$ cat src/rtl/obi_ram_adapter_pkg.sv
// rtl/obi_ram_adapter_pkg.sv - shared types and constants for the OBI RAM adapter
//
// Holds the grant FSM state encoding, the stall LFSR tap mask and the
// default LFSR seed / stall mask used as parameter defaults.

package obi_ram_adapter_pkg;

    typedef enum logic [0:0] {
        IDLE  = 1'b0,
        STALL = 1'b1
    } state_e;

    // Fibonacci taps 8,6,5,4 expressed as bit positions 7,5,4,3.
    localparam logic [7:0] LFSR_TAPS          = 8'hB8;
    localparam logic [7:0] DEFAULT_LFSR_SEED  = 8'hA5;
    localparam logic [2:0] DEFAULT_STALL_MASK = 3'b011;

endpackage

$ cat src/rtl/obi_stall_lfsr.sv
// rtl/obi_stall_lfsr.sv - 8-bit Fibonacci LFSR that supplies grant stall counts
//
// Ports:
//   clk_i      : clock, rising edge
//   rst_i      : synchronous active-high reset, reloads SEED
//   advance_i  : shift the register by one step this cycle
//   state_o    : current LFSR contents

module obi_stall_lfsr
    import obi_ram_adapter_pkg::*;
#(
    parameter logic [7:0] SEED = DEFAULT_LFSR_SEED
) (
    input  logic       clk_i,
    input  logic       rst_i,
    input  logic       advance_i,
    output logic [7:0] state_o
);

    logic [7:0] lfsr_q;
    logic [7:0] lfsr_d;

    // Shift left, XOR of the tapped bits enters at bit 0.
    always_comb begin
        lfsr_d = lfsr_q;
        if (advance_i) begin
            lfsr_d = {lfsr_q[6:0], ^(lfsr_q & LFSR_TAPS)};
        end
    end

    always_ff @(posedge clk_i) begin
        if (rst_i) begin
            lfsr_q <= SEED;
        end else begin
            lfsr_q <= lfsr_d;
        end
    end

    assign state_o = lfsr_q;

endmodule

$ cat src/rtl/obi_ram_adapter.sv
// rtl/obi_ram_adapter.sv - OBI slave to single-port RAM adapter with optional pseudo-random grant stalls
//
// Optional feature macro: OBI_ADAPTER_STALL_EN (stall counts from obi_stall_lfsr;
// without it every request is granted in its own cycle).
//
// Ports:
//   clk_i, rst_i                 : clock, synchronous active-high reset
//   req_i / gnt_o                : OBI request / combinational grant
//   addr_i, we_i, be_i, wdata_i  : OBI request payload, sampled in the grant cycle
//   rvalid_o, rdata_o, err_o     : OBI response, always one cycle after the grant
//   ram_en_o, ram_addr_o,
//   ram_we_o, ram_be_o,
//   ram_wdata_o                  : RAM access, driven in the grant cycle
//   ram_rdata_i                  : RAM read data, valid the cycle after the access

module obi_ram_adapter
    import obi_ram_adapter_pkg::*;
#(
    parameter int unsigned ADDR_WIDTH = 8,
    parameter logic [7:0]  LFSR_SEED  = DEFAULT_LFSR_SEED,
    parameter logic [2:0]  STALL_MASK = DEFAULT_STALL_MASK
) (
    input  logic                  clk_i,
    input  logic                  rst_i,
    input  logic                  req_i,
    output logic                  gnt_o,
    input  logic [31:0]           addr_i,
    input  logic                  we_i,
    input  logic [3:0]            be_i,
    input  logic [31:0]           wdata_i,
    output logic                  rvalid_o,
    output logic [31:0]           rdata_o,
    output logic                  err_o,
    output logic                  ram_en_o,
    output logic [ADDR_WIDTH-1:0] ram_addr_o,
    output logic                  ram_we_o,
    output logic [3:0]            ram_be_o,
    output logic [31:0]           ram_wdata_o,
    input  logic [31:0]           ram_rdata_i
);

    state_e     state_q, state_d;
    logic [2:0] cnt_q, cnt_d;
    logic [2:0] stall_cnt;
    logic       gnt;
    logic       in_range;

    logic       rvalid_q;
    logic       rsp_rd_q;
    logic       rsp_err_q;

`ifdef OBI_ADAPTER_STALL_EN
    logic [7:0] lfsr_state;
    logic       unused_lfsr_hi;

    obi_stall_lfsr #(
        .SEED (LFSR_SEED)
    ) u_stall_lfsr (
        .clk_i     (clk_i),
        .rst_i     (rst_i),
        .advance_i (gnt),
        .state_o   (lfsr_state)
    );

    assign stall_cnt      = lfsr_state[2:0] & STALL_MASK;
    assign unused_lfsr_hi = ^lfsr_state[7:3];
`else
    logic unused_cfg;

    assign stall_cnt  = 3'd0;
    assign unused_cfg = ^{LFSR_SEED, STALL_MASK};
`endif

    assign in_range = (addr_i[31:ADDR_WIDTH] == '0);

    // A nonzero count N parks the request in STALL with the counter at N;
    // the grant comes in the STALL cycle where the counter reads 0.
    always_comb begin
        state_d = state_q;
        cnt_d   = cnt_q;
        gnt     = 1'b0;
        case (state_q)
            IDLE: begin
                if (req_i) begin
                    if (stall_cnt == 3'd0) begin
                        gnt = 1'b1;
                    end else begin
                        cnt_d   = stall_cnt;
                        state_d = STALL;
                    end
                end
            end
            STALL: begin
                if (!req_i) begin
                    // Abandoned request: the next one reloads the counter.
                    state_d = IDLE;
                    cnt_d   = 3'd0;
                end else if (cnt_q == 3'd0) begin
                    gnt     = 1'b1;
                    state_d = IDLE;
                end else begin
                    cnt_d = cnt_q - 3'd1;
                end
            end
            default: begin
                state_d = IDLE;
                cnt_d   = 3'd0;
            end
        endcase
        // Grant is combinational, so reset must mask it in the same cycle.
        if (rst_i) begin
            gnt = 1'b0;
        end
    end

    always_ff @(posedge clk_i) begin
        if (rst_i) begin
            state_q   <= IDLE;
            cnt_q     <= 3'd0;
            rvalid_q  <= 1'b0;
            rsp_rd_q  <= 1'b0;
            rsp_err_q <= 1'b0;
        end else begin
            state_q   <= state_d;
            cnt_q     <= cnt_d;
            rvalid_q  <= gnt;
            rsp_rd_q  <= gnt & in_range & ~we_i;
            rsp_err_q <= gnt & ~in_range;
        end
    end

    assign gnt_o       = gnt;
    assign ram_en_o    = gnt & in_range;
    assign ram_addr_o  = addr_i[ADDR_WIDTH-1:0];
    assign ram_we_o    = gnt & in_range & we_i;
    assign ram_be_o    = be_i;
    assign ram_wdata_o = wdata_i;

    // Read data is taken straight from the RAM in the response cycle.
    assign rvalid_o = rvalid_q;
    assign rdata_o  = (rvalid_q & rsp_rd_q) ? ram_rdata_i : 32'd0;
    assign err_o    = rvalid_q & rsp_err_q;

endmodule

$ cat config.mk
export PLATFORM = sky130hd
export DESIGN_NAME = obi_ram_adapter
export DESIGN_NICKNAME = d
export VERILOG_FILES = /design/src/rtl/obi_ram_adapter_pkg.sv /design/src/rtl/obi_stall_lfsr.sv /design/src/rtl/obi_ram_adapter.sv
export SDC_FILE = /design/constraint.sdc
export NUM_CORES = 1
export LEC_CHECK = 0
export CAP_MARGIN = 20
export CORE_UTILIZATION = 17
export CTS_CLUSTER_SIZE = 16
export DETAILED_ROUTE_END_ITERATION = 7
export PLACE_DENSITY = 0.83
export SYNTH_ARGS = -nofsm -noshare
export SYNTH_HDL_FRONTEND = slang
export SYNTH_SLANG_ARGS = --single-unit
$ cat constraint.sdc
create_clock -name clk_i -period 1.3 [get_ports clk_i]
set_input_delay 0.26 -clock clk_i [delete_from_list [all_inputs] [get_ports clk_i]]
set_output_delay 0.26 -clock clk_i [all_outputs]
set_load 0.02 [all_outputs]
==> metrics.csv <==
metric;value;unit
drive_gt1_share;68.2;%
n_antenna_cell;0;
clock_sinks;7;
syn_area_per_cell;7.31;sq um
root_buffer;clkbuf_8;
synth_warnings;0;
pin_count;185;
ant_nets;0;
hp-start;cnt_q[1];
cts_tree;built;
status;finished with violations;
dieHeight;75.6;um
htreeDepth;1;
yosysSeqAreaShare;15.2;%
netlist_area;921;sq um
io_buffers;96;
finalWirelength;4.41;mm
gp_congestion;0.800;
dieArea;5720;sq um
violations;setup timing;
r2r_end;cnt_q[2];
holdWs;0.484;ns
final.setup.tns;-3.35;ns
grt_usage;13.2;%
worst-setup-path-type;input pin to output pin;
hold_end;cnt_q[1];
hp-class;flop to flop;
arrival;1.39;ns
p_leak;1.04;nW
postCtsHoldBufs;0;
setup_slack;-0.354;ns
drtIter0Drc;9;
r2r-start;cnt_q[0];
wl_per_cell;15.4;um
yosysUniqueCellTypes;21;
drc_errors;0;
grt_pass1_vias;1137;
synthesis.nets;232;
vias;1237;
grt_overflow;0;
die-width;75.6;um
start_util;17.8;%
synth_cells;126;
finClkSkew;0.00333;ns
fin_crit;1.65;ns
grt_setup_unrepaired;yes;
worst_slew_pin_slew;0.234;ns
grt_pass1_wl;5.51;mm
maxCapViolCount;0;
core;5170;sq um
hold_viol_final;0;
viasPerCell;4.31;
cp_max_fo;2;
cp_data_required_time;1.04;ns
slew_headroom;84.3;%
setup-violations-final;38;
r2r.worst_path.cells;8;
grt_start_max_net_pins;22;
syn_to_final_growth;161;%
insertion_delay;0.23;ns
maxSlewViolCount;0;
regToRegSetupSlack;-0.33;ns
clockBufferDepth;2;
final_cell_mix;55 x buf_6, 34 x clkdlybuf4s50_1, 31 x and3_4;
antenna_found_initial;0;
firstDrtPassIters;4;
dpl.hpwl;2.86;mm
start_kind;input pin;
finalCritPeriodShare;127;%
irDropWorstVdd;0.479;mV
clk_pin_slew;0.04;ns
whs_path_depth;2;
fmaxAchievable;0.605;GHz
cts_buffers;3;
powerDensity;342;nW/um^2
fp-row-count;26;
final_common_cell;buf_6;
final_nets;324;
ys_ff_latch;7;
cp-end-kind;output pin;
metal layers:
layer,vias to the layer above,share of wire [%],global-route usage (%),routed length [um]
met3,13,6.5,2.65,287
met1,569,34,13.1,1520
met5,-,0,0,0
met4,0,2.1,6.58,91
li1,575,-,-,-
met2,80,57,25.8,2510
worst max path at each step:
stage                     cells after the start  endpoint  slack [ns]       start
after floorplan                               3  ram_we_o       -0.13  addr_i[27]
after global placement                        6  ram_en_o       -1.05  addr_i[27]
after detailed placement                      6  ram_en_o       -1.10   addr_i[9]
after CTS                                     7  ram_en_o       -0.43    cnt_q[1]
after global routing                          6  ram_en_o       -0.45  addr_i[16]
final                                         6  ram_en_o       -0.35  addr_i[12]
registers in the layout, indices dropped and copies added (netlist names):
signal     count
state_q        1
rvalid_o       1
rsp_err_q      1
rsp_rd_q       1
cnt_q          3
synth_stat cells (all sizes together):
cell,n,area share (%)
nor4,8,5.4
ha,2,2.7
nor3,2,1.1
or4b,1,1.1
and3,32,22
dfxtp,7,15
nand2,2,1.1
and3b,1,0.95
a21oi,3,1.6
inv,6,2.4
and2,1,0.68
nand4,1,0.68
o21ba,1,1.1
buf,44,36
o21ai,4,2.2
nor2b,3,2.3
clkbuf,6,2.4
or3,2,1.4
layout make-up:
type,instances,area [sq um]
well taps,70,87.6
inverters,6,22.5
multi-input cells,63,712
flip-flops and latches,7,150
repair buffers,137,1380
fillers,468,2770
clock buffers,4,45.0
logic make-up after synthesis:
kind of cell    after synthesis  share of synthesized area, %
flops                         7                          15.2
buf+inv                      56                          40.8
compound gates                8                          4.89
fa+ha+maj                     2                          2.72
simple gates                 53                          36.4
stage by stage:
step	util [%]	setup slack [ns]	std cells	area [sq um]	power, W
2_1_floorplan	-	-0.133	126	1030	0.000457
3_3_place_gp	36.2	-1.05	258	1870	0.000473
3_5_place_dp	36.2	-1.10	258	1870	0.000477
4_1_cts	42.8	-0.433	281	2210	0.000818
5_1_grt	46.4	-0.450	287	2400	0.000865
6_report	46.4	-0.354	287	2400	0.000821
report_power, final:
part	switching, W	internal [W]
Combinational	0.0000941	0.000201
Clock	0.0000945	0.000212
Sequential	0.00000370	0.000216
worst max-delay path, cell delays in order:
cell	delay, ns
clkdlybuf4s15_1	0.19
nor4_2	0.30
nand2_1	0.17
buf_6	0.16
nor3_4	0.18
buf_6	0.14
what timing repair did:
action / in CTS / in global routing
setup endpoints to repair: 42 / 42
pin swaps: 12 / 23
cloned: 1 / 4
resized for setup: 266 / 86
setup buffers: 19 / 4
Note: power is estimated with default switching activity, not from simulation.
